$ cat src/rtl/bridge_driver.sv
`timescale 1ns/1ps
// H-bridge gate driver for the DRSSTC controller: dead-time insertion,
// osc-edge-aligned burst start/stop, burst length limit and latched overcurrent fault.
module bridge_driver #(
    parameter int CLK_MHZ      = 100,
    parameter int DEAD_TIME_NS = 100,
    parameter int MAX_ON_US    = 200
) (
    input  logic clk,
    input  logic rst,
    input  logic osc,
    input  logic intr,
    input  logic ocd,
    input  logic fault_clr,
    output logic gate_a,
    output logic gate_b,
    output logic active,
    output logic fault
);

    localparam int DT    = (DEAD_TIME_NS * CLK_MHZ + 999) / 1000;
    localparam int MAXON = MAX_ON_US * CLK_MHZ;
    localparam int DW    = $clog2(DT + 1);
    localparam int OW    = $clog2(MAXON + 1);

    localparam logic [DW-1:0] DT_M1   = DW'(DT - 1);
    localparam logic [OW-1:0] MAXON_V = OW'(MAXON);

    typedef enum logic [2:0] {
        IDLE,
        DEAD,
        DRIVE,
        HOLD,
        FAULT
    } state_t;

    state_t        state;
    logic          osc_d;
    logic          ph;
    logic [DW-1:0] dcnt;
    logic [OW-1:0] ontime;
    logic          osc_edge;
    logic          expired;

    assign osc_edge = osc ^ osc_d;
    assign expired  = (ontime == MAXON_V);

    always_ff @(posedge clk) begin
        if (rst) begin
            state  <= IDLE;
            osc_d  <= 1'b0;
            ph     <= 1'b0;
            dcnt   <= '0;
            ontime <= '0;
            gate_a <= 1'b0;
            gate_b <= 1'b0;
            active <= 1'b0;
            fault  <= 1'b0;
        end else begin
            osc_d <= osc;
            if (ocd) begin
                state  <= FAULT;
                gate_a <= 1'b0;
                gate_b <= 1'b0;
                active <= 1'b0;
                fault  <= 1'b1;
            end else begin
                // Burst time counts across both dead and drive intervals
                if ((state == DEAD || state == DRIVE) && !expired)
                    ontime <= ontime + 1'b1;
                case (state)
                    IDLE: begin
                        if (intr && osc_edge) begin
                            state  <= DEAD;
                            dcnt   <= DT_M1;
                            ph     <= osc;
                            ontime <= '0;
                            active <= 1'b1;
                        end
                    end
                    DEAD: begin
                        if (osc_edge) begin
                            dcnt <= DT_M1;
                            ph   <= osc;
                        end else if (dcnt == '0) begin
                            state  <= DRIVE;
                            gate_a <= ph;
                            gate_b <= ~ph;
                        end else begin
                            dcnt <= dcnt - 1'b1;
                        end
                    end
                    DRIVE: begin
                        if (osc_edge) begin
                            gate_a <= 1'b0;
                            gate_b <= 1'b0;
                            if (!intr) begin
                                state  <= IDLE;
                                active <= 1'b0;
                            end else if (expired) begin
                                state  <= HOLD;
                                active <= 1'b0;
                            end else begin
                                state <= DEAD;
                                dcnt  <= DT_M1;
                                ph    <= osc;
                            end
                        end
                    end
                    HOLD: begin
                        if (!intr)
                            state <= IDLE;
                    end
                    FAULT: begin
                        // ocd is known low here, so fault_clr alone releases
                        if (fault_clr) begin
                            state <= HOLD;
                            fault <= 1'b0;
                        end
                    end
                    default: begin
                        state  <= IDLE;
                        gate_a <= 1'b0;
                        gate_b <= 1'b0;
                        active <= 1'b0;
                    end
                endcase
            end
        end
    end

endmodule

$ cat config.mk
export PLATFORM = sky130hd
export DESIGN_NAME = bridge_driver
export DESIGN_NICKNAME = d
export VERILOG_FILES = /design/src/rtl/bridge_driver.sv
export SDC_FILE = /design/constraint.sdc
export NUM_CORES = 1
export LEC_CHECK = 0
export ABC_AREA = 1
export CORE_ASPECT_RATIO = 0.9
export CORE_MARGIN = 3
export CORE_UTILIZATION = 53
export DETAILED_ROUTE_END_ITERATION = 8
export PLACE_DENSITY_LB_ADDON = 0.25
export SLEW_MARGIN = 30
export SYNTH_ARGS = -nofsm -noshare
export SYNTH_HDL_FRONTEND = slang
export SYNTH_SLANG_ARGS = --single-unit
$ cat constraint.sdc
create_clock -name clk -period 1.28 [get_ports clk]
set_input_delay 0.192 -clock clk [delete_from_list [all_inputs] [get_ports clk]]
set_output_delay 0.192 -clock clk [all_outputs]
set_load 0.02 [all_outputs]
; ---- Word-level counts from Yosys, hierarchy flattened
; Index checks and enable logic that the tools add are counted.
[totals]
register_bits = 28
input_bits = 6
output_inout_bits = 4
[classes]
n_addsub = 2
n_eq_ne = 22
muxes = 41
bitwise = 5
reduce_logical = 19
[op_table]
columns = op, n
row1 = two-way mux 15 bit, 3
row2 = two-way mux 4 bit, 6
row3 = two-way mux 3 bit, 7
row4 = "!= test 3 bit, second input constant", 7
row5 = two-way mux 1 bit, 17
row6 = "!= test 2 bit, second input constant", 8
row7 = "adder 15 x 1 -> 15 bit, second input constant", 1
row8 = "== test 15 bit, second input constant", 1
row9 = case mux 3 bit (5 select lines), 1
row10 = AND reduction 7 bit, 2
row11 = case mux 1 bit (3 select lines), 4
row12 = case mux 4 bit (3 select lines), 1
row13 = AND reduction 6 bit, 2
row14 = AND reduction 4 bit, 2
row15 = "== test 3 x 2 -> 1 bit, second input constant", 2
row16 = OR reduction 3 bit, 2
row17 = logical NOT 4 bit, 1
row18 = two-way mux 2 bit, 2
row19 = NOT 1 bit, 4
row20 = nonzero test 2 bit, 2
row21 = "subtractor 4 x 1 -> 4 bit, second input constant", 1
row22 = "== test 3 x 1 -> 1 bit, second input constant", 1
row23 = "== test 3 bit, second input constant", 1
row24 = logical NOT 3 bit, 1
row25 = other kinds (9), 10

; ---- Depth between registers and ports, before layout
; Gate-level depths: netlist of the first run.
[logic_depth]
word_depth = 6
ltp_mapped = 13
depth_no_buf = 13

; ---- Least setup slack after synthesis of the first run
; No wires, ideal clock.
[synth_path]
path_kind = flip-flop to flip-flop
start = register ontime[0]
end = register ontime[3]
setup_ps = 113
arrival_time_ps = 1280
slack_ps = -112
path_stages_with_launch = 12
path_buffers = 0
cell_sequence = dfxtp_1 inv_1 ha_1 nand2_1 inv_1 nand2_1 nor2_1 nand2_2 nand2_4 or2_1 nor2_1 nor2_1
[synth_between]
elab_chain_cells = 6
elab_cells_between_ends = 7
[synth_lines]
columns = element, line_no
row1 = start: declaration, 41  ; logic [OW-1:0] ontime;
row2 = start signal: assignment, 70  ; ontime <= ontime + 1'b1;
row3 = "parallel branches: the longest is 3 deep, another holds adder 15 x 1 -> 15 bit", n/a
row4 = two-way mux 15 bit *, 69  ; if ((state == DEAD || state == DRIVE) && !expired)
row5 = two-way mux 15 bit, 73  ; if (intr && osc_edge) begin
row6 = two-way mux 15 bit *, 71  ; case (state)
; Mark *: on every way between the ends.
; A chain may end at the register's enable or synchronous reset.

; ---- Final worst setup path of the first run
[layout_path]
start = register ontime[3]
end = register ontime[14]
; The elaborated chain is that of the path after synthesis.

==> out/qor.yml, run 1 <==
run_status:
  run_status: "finished with violations"
  violated_checks: "DRC, setup timing"
sta:
  grt_setup_unrepaired: "true"
  hold_violations: 0
  finalCriticalPeriod_ns: 1.89
  timing_worst_slew_pin_value_ns: 0.341
  layout_worst_path_cycle_share: 1.48
  worst_slack_ns: -0.615
  finalSetupTns_ns: -9.52
  timing.slew.headroom: 0.773
  timing_max_transition_violations_final: 0
  max_freq_ghz: 0.528
  report.final.setup_viol: 27
  clock_skew_ns: 0.0221
die:
  core_sq_um: 2880
  die_h_um: 59.3
  die_area_sq_um: 3870
  die_x_extent_um: 65.3
  row_count: 18
  starting_density_of_the_core: 0.581
  io_pins: 10
clocking:
  clock_insertion_delay_worst_skew_ns: 0.36
  cts.sink_count: 28
  clk_pin_slew_worst_paths_ns: 0.17
  post_cts_hold_buffer_count: 0
  clock_tree.buffer_depth: 2
  cts_root_buffer: "sky130_fd_sc_hd__clkbuf_4"
  numCtsBuffers: 3
  clock_tree_from_tritoncts: "built"
  cts.htree.levels: 1
job:
  max_cap_violations: 0
place:
  port-buffer-count: 9
  place_ws_ns: -0.449
  placement.cell_area_sq_um: 2200
  post-dp-hpwl_um: 3260
  gp_routability_congestion: 0.866
power:
  totalPowerFinal_w: 0.00211
  p_comb_frac: 0.362
  power_per_cell_area_nw_per_um2: 766
  share_seq_of_total_power: 0.451
  power.switching_fraction: 0.376
  cellInternalPower_w: 0.00131
  cellLeakagePower_nw: 1.25
  ir_worst_vdd_v: 0.000729
  power.net_switching_w: 0.000792
  share_clk_of_total_power: 0.187
route:
  routed_wirelength_um: 9910
  post_drt_wl_per_cell_um: 25.3
  drtPass1Iterations: 9
  routed-via-count: 2770
  drcViolationCount: 58
  postRouteAntennaNets: 0
  drt-initial-drc-count: 724
  vias_per_cell: 7.07
worst_setup_path:
  start_kind: "flop"
  crit_arrival_ns: 2.16
  cp_max_fo: 3
  endpoint_kind: "flop"
  timing.setup.critical_path_class: "flop to flop"
  cp_data_required_time_ns: 1.55
layout:
  flow.area_growth_from_synthesis_pct: 64.0
  antennaDiodeCount: 0
  postLayoutCoreUtil: 0.953
  stdcell_area_sq_um: 2750
  share_of_final_layout_standard_cells_stronger_than_drive_strength_1: 0.477
  layout.nets: 363
logic_synthesis:
  syn_area_per_cell_sq_um: 6.05
  ys_ff_latch: 28
  synth_warnings: 0
  synth_fp_nets: 286
  synth_enable_flop_cells: 0
  synthCells: 277
  async_reset_ff_frac: 0
  synth.cell_area_sq_um: 1680
  synth_top_flop_cell: "sky130_fd_sc_hd__dfxtp_1"
  synth.yosys.seq_area_share: 0.335
  number_of_distinct_library_cells_after_synthesis: 24
grt:
  global_route.overflow_total: 0
  first_global_vias: 2134
  grt_start_max_net_pins: 15
  first_pass_grt_wire_length_um: 9860
  global_route.usage.total: 0.328
  initial_antenna_violation_count: 0
worst_hold_path:
  hold_path.class: "primary input to flop"
-- stage by stage --
step           std cells  hold WS, ns
6_report             392        0.273
2_1_floorplan        277        0.261
4_1_cts              386        0.492
3_3_place_gp         373        0.473
5_1_grt              392        0.275
3_5_place_dp         373        0.472
-- worst max-delay path, cell delays in order, from the launching register on --
cell and delay [ns]:
sky130_fd_sc_hd__dfxtp_1 0.48, sky130_fd_sc_hd__nand2_1 0.21, sky130_fd_sc_hd__nor2_2 0.20, sky130_fd_sc_hd__nand2_1 0.11, sky130_fd_sc_hd__inv_2 0.10, sky130_fd_sc_hd__nand2_1 0.12
sky130_fd_sc_hd__nor2_2 0.18, sky130_fd_sc_hd__nand3_1 0.11, sky130_fd_sc_hd__nand2_1 0.08, sky130_fd_sc_hd__nand2_1 0.07, sky130_fd_sc_hd__nor2_1 0.16
-- logic make-up (layout without fill, tap and decap cells) --
group	count (synthesis)	after routing	synth area share
compound gates	24	25	0.0829
xor+xnor	1	1	0.00523
fa+ha+maj	3	3	0.0224
buf+inv	43	117	0.0986
flops	28	28	0.335
simple gates	178	178	0.456
-- cells in the final DEF, fill, tap and decap left out, types with 9 or more instances in the layout --
master | netlist | final
sky130_fd_sc_hd__nand4_1 | 14 | 14
sky130_fd_sc_hd__nor2_2 | 3 | 11
sky130_fd_sc_hd__buf_4 | 0 | 58
sky130_fd_sc_hd__nor2_1 | 57 | 39
sky130_fd_sc_hd__nand2_1 | 71 | 52
sky130_fd_sc_hd__inv_1 | 37 | 26
sky130_fd_sc_hd__nand3_2 | 0 | 11
sky130_fd_sc_hd__nor2_4 | 0 | 10
sky130_fd_sc_hd__nand3_1 | 24 | 9
sky130_fd_sc_hd__dfxtp_1 | 28 | 18
sky130_fd_sc_hd__nand2_2 | 3 | 15
sky130_fd_sc_hd__inv_2 | 3 | 10
-- path summary, 6_finish.rpt --
| check | startpoint | cells after the start | slack, ns | endpoint |
|---|---|---|---|---|
| hold reg to reg | dcnt[1]$_SDFFE_PP0P_ | 2 | 0.55 | dcnt[1]$_SDFFE_PP0P_ |
| hold / removal | osc | 3 | 0.27 | ph$_SDFFE_PP0P_ |
| setup reg to reg | ontime[3]$_SDFFE_PP0N_ | 10 | -0.61 | ontime[14]$_SDFFE_PP0N_ |
| setup / recovery | ontime[3]$_SDFFE_PP0N_ | 10 | -0.61 | ontime[14]$_SDFFE_PP0N_ |
-- metal layers --
metal  GRT usage  part of all wire
met1       0.404              0.33
met2       0.590              0.41
met3      0.0588              0.14
met4      0.0917              0.12
met5           0                 0
-- what timing repair did --
item,4_1_cts,5_1_grt
pin swaps,28,29
gates cloned,1,0
setup buffers,10,6
resized for setup,76,55
setup endpoints to repair,29,26
-- sequential cells by signal, indices dropped and copies added (netlist names) --
signal / flops
osc_d: 1
active: 1
fault: 1
state: 3
dcnt: 4
ph: 1
gate_a: 1
ontime: 15
gate_b: 1
-- cells in the mapped netlist, drive strengths merged, types with 2 or more instances --
| cell | number | area [sq um] |
|---|---|---|
| dfxtp | 28 | 561 |
| inv | 41 | 156 |
| nand3 | 24 | 120 |
| nand2 | 75 | 297 |
| nor2 | 60 | 233 |
| o21ai | 11 | 58.8 |
| or2 | 2 | 12.5 |
| ha | 3 | 37.5 |
| a21oi | 11 | 66.3 |
| nor3 | 3 | 15.0 |
| nand4 | 14 | 87.6 |
-- power groups by stage --
stage                     logic, W  clock network [W]  registers [W]
after CTS                 0.000543           0.000373       0.000934
after global routing      0.000789           0.000394       0.000950
final                     0.000762           0.000394       0.000950
after global placement    0.000431                  0       0.000951
after detailed placement  0.000442                  0       0.000952
after floorplan           0.000247                  0       0.000956
-- final cells by class --
cell class | instances | area [sq um]
tap | 40 | 50.0
inverter | 42 | 174
clock buffer | 3 | 22.5
multi-input combinational | 207 | 1330
sequential | 28 | 583
timing repair buffer | 72 | 589
fill | 77 | 135
No activity file was read; power rests on OpenSTA's default activity.
==> run 2: changes to the inputs <==
GPL_TIMING_DRIVEN = 1   (was default)
==> results of run 2 <==
Same layout as run 1: the final DEF is identical, and so are final timing and power.
==> run 3: changes to the inputs <==
PLACE_DENSITY = 0.77   (was default)
PLACE_DENSITY_LB_ADDON = default   (was 0.25)
SETUP_SLACK_MARGIN = 0.1   (was default)
SLEW_MARGIN = default   (was 30)
==> run 3 against run 2 <==
Wire length shrank 14%. The flow still finishes with violations (DRC, setup timing). Non-clock buffer count shrank 10. Clock power grew 19%. Critical path depth is the same. Sequential share of layout area grew 0.46 points. Clock skew shrank 0.016 ns. Register-to-register slack gained 0.07 ns. Combinational power shrank 4.3%. Global-route usage shrank 2.4 points. Setup slack gained 0.071 ns. Cell count shrank 2.0%. Sequential power shrank 0.4%.
==> out/qor.yml, run 3 (same netlist as run 1, synthesis figures left out) <==
run_status:
  run_status: "finished with violations"
  violated_checks: "DRC, setup timing"
layout:
  multiInputGateArea_sq_um: 1320  # -0.56%
  share_of_final_layout_standard_cells_stronger_than_drive_strength_1: 0.468  # -0.00925
  seqCellArea_sq_um: 582  # -0.21%
  mostFrequentLayoutCells: "50 x sky130_fd_sc_hd__nand2_1, 46 x sky130_fd_sc_hd__buf_4, 41 x sky130_fd_sc_hd__nor2_1"
  n_fill_cell: 101  # +31%
  flow.area_growth_from_synthesis_pct: 60.2
  layout.cells.most_common: "sky130_fd_sc_hd__nand2_1"
  largest_register: "ontime"
  reg.largest.list: "ontime (15), dcnt (4), state (3)"
  number_of_flip_flops_under_the_largest_register_name: 15  # unchanged
  antennaDiodeCount: 0  # unchanged
  layout.nets: 354  # -2.5%
sta:
  finalSetupTns_ns: -8.18  # +1.34 ns
  clock_skew_ns: 0.00584  # -0.0163 ns
  timing.slew.headroom: 0.719  # -0.0542
  holdWs_ns: 0.539  # +0.266 ns
  worst_slack_ns: -0.544  # +0.0707 ns
  layout_worst_path_cycle_share: 1.43  # -0.0553
  max_freq_ghz: 0.548  # +3.9%
  finalCriticalPeriod_ns: 1.82  # -0.0707 ns
  grt_setup_unrepaired: "true"
  report.final.setup_viol: 25  # -7.4%
  hold_violations: 0  # unchanged
  timing_worst_slew_pin_value_ns: 0.419  # +0.0780 ns
  timing_max_transition_violations_final: 0  # unchanged
power:
  share_seq_of_total_power: 0.441  # -0.010
  cellInternalPower_w: 0.00137  # +4.3%
  power.switching_fraction: 0.361  # -0.0153
  share_clk_of_total_power: 0.219  # +0.032
  ir_worst_vdd_v: 0.000866  # +19%
  p_comb_frac: 0.340  # -0.022
  cellLeakagePower_nw: 1.18  # -5.2%
  power.net_switching_w: 0.000774  # -2.3%
  power_per_cell_area_nw_per_um2: 799  # +4.3%
  totalPowerFinal_w: 0.00214  # +1.8%
route:
  drtPass1Iterations: 9  # unchanged
  vias_per_cell: 6.59  # -6.7%
  routed_wirelength_um: 8530  # -14%
  post_drt_wl_per_cell_um: 22.2  # -12%
  postRouteAntennaNets: 0  # unchanged
  drt-initial-drc-count: 455  # -37%
  drcViolationCount: 1  # -98%
  routed-via-count: 2531  # -8.6%
grt:
  global_route.overflow_total: 0  # unchanged
  first_pass_grt_wire_length_um: 9170  # -7.0%
  initial_antenna_violation_count: 0  # unchanged
  first_global_vias: 2028  # -5.0%
  global_route.usage.total: 0.305  # -0.0237
  grt_start_max_net_pins: 16  # +1
worst_setup_path:
  timing.setup.critical_path_class: "flop to flop"
  cp_data_required_time_ns: 1.58  # +0.03 ns
  endpoint_kind: "flop"
  start_kind: "flop"
  crit_arrival_ns: 2.13  # -0.03 ns
  cp_max_fo: 5  # +2
die:
  die_x_extent_um: 65.3  # unchanged
  row_count: 18  # unchanged
  core_sq_um: 2880  # unchanged
  die_area_sq_um: 3870  # unchanged
  io_pins: 10  # unchanged
  starting_density_of_the_core: 0.581  # unchanged
  die_h_um: 59.3  # unchanged
clocking:
  clock_tree.buffer_depth: 2  # unchanged
  numCtsBuffers: 3  # unchanged
  cts_root_buffer: "sky130_fd_sc_hd__clkbuf_4"
  clk_pin_slew_worst_paths_ns: 0.16  # about the same
  cts.htree.levels: 1  # unchanged
  cts.sink_count: 28  # unchanged
  clock_tree_from_tritoncts: "built"
  clock_insertion_delay_worst_skew_ns: 0.35  # about the same
  post_cts_hold_buffer_count: 0  # unchanged
job:
  max_cap_violations: 0  # unchanged
place:
  gp_routability_congestion: 0.838  # -3.2%
  port-buffer-count: 9  # unchanged
  post-dp-hpwl_um: 3270  # +0.17%
worst_hold_path:
  hold_path.class: "flop to flop"
## run 3: critical path: stages, from the launching register on
cell,delay (ns)
sky130_fd_sc_hd__dfxtp_4,0.42
sky130_fd_sc_hd__nor2_4,0.14
sky130_fd_sc_hd__nand2_1,0.17
sky130_fd_sc_hd__nand2_2,0.15
sky130_fd_sc_hd__nand2_2,0.06
sky130_fd_sc_hd__clkinv_2,0.10
sky130_fd_sc_hd__nand2_8,0.10
sky130_fd_sc_hd__or2_1,0.31
sky130_fd_sc_hd__nand2_1,0.14
sky130_fd_sc_hd__nand2_1,0.07
sky130_fd_sc_hd__nor2_1,0.11
## run 3: per-layer routing
metal,part of all wire,track usage
met1,0.35,0.385
met2,0.43,0.524
met3,0.13,0.0664
met4,0.10,0.0888
met5,0,0
## run 3: metrics by stage
stage	util	std cells	cell area, sq um	setup WS [ns]
6_report	0.931	384	2680	-0.544
5_1_grt	0.931	384	2680	-0.520
4_1_cts	0.851	377	2450	-0.173
3_5_place_dp	0.768	365	2210	-0.482
3_3_place_gp	0.768	365	2210	-0.420
2_1_floorplan	-	277	1780	-0.0594
## run 3: repair_timing
action / in CTS / in global routing
cloned: 1 / 1
endpoints found under the setup margin: 29 / 30
pin swaps: 19 / 21
setup buffers: 7 / 6
gates resized for setup: 61 / 51
## run 3: cell type report
type,instances,share of cell area
Sequential cell,28,0.217
Tap cell,40,0.0186
Timing Repair Buffer,62,0.190
Timing Repair inverter,1,0.00326
Clock buffer,4,0.0135
Multi-Input combinational cell,207,0.492
Inverter,42,0.0657
## run 3: path summary, 6_finish.rpt
kind | start | to | slack, ns | depth (start not counted)
worst min register to register | active$_SDFFE_PP0P_ | active$_SDFFE_PP0P_ | 0.54 | 2
worst min-delay path | active$_SDFFE_PP0P_ | active$_SDFFE_PP0P_ | 0.54 | 2
worst max-delay path | state[0]$_SDFFE_PP0P_ | ontime[3]$_SDFFE_PP0N_ | -0.54 | 10
worst max register to register | state[0]$_SDFFE_PP0P_ | ontime[3]$_SDFFE_PP0N_ | -0.54 | 10
## run 3: power groups by stage
| stage | registers, W | clock network, W | logic, W |
|---|---|---|---|
| CTS | 0.000935 | 0.000455 | 0.000539 |
| global route | 0.000946 | 0.000494 | 0.000750 |
| floorplan | 0.000960 | 0 | 0.000269 |
| detailed placement | 0.000954 | 0 | 0.000463 |
| finish | 0.000946 | 0.000470 | 0.000729 |
| global placement | 0.000953 | 0 | 0.000454 |
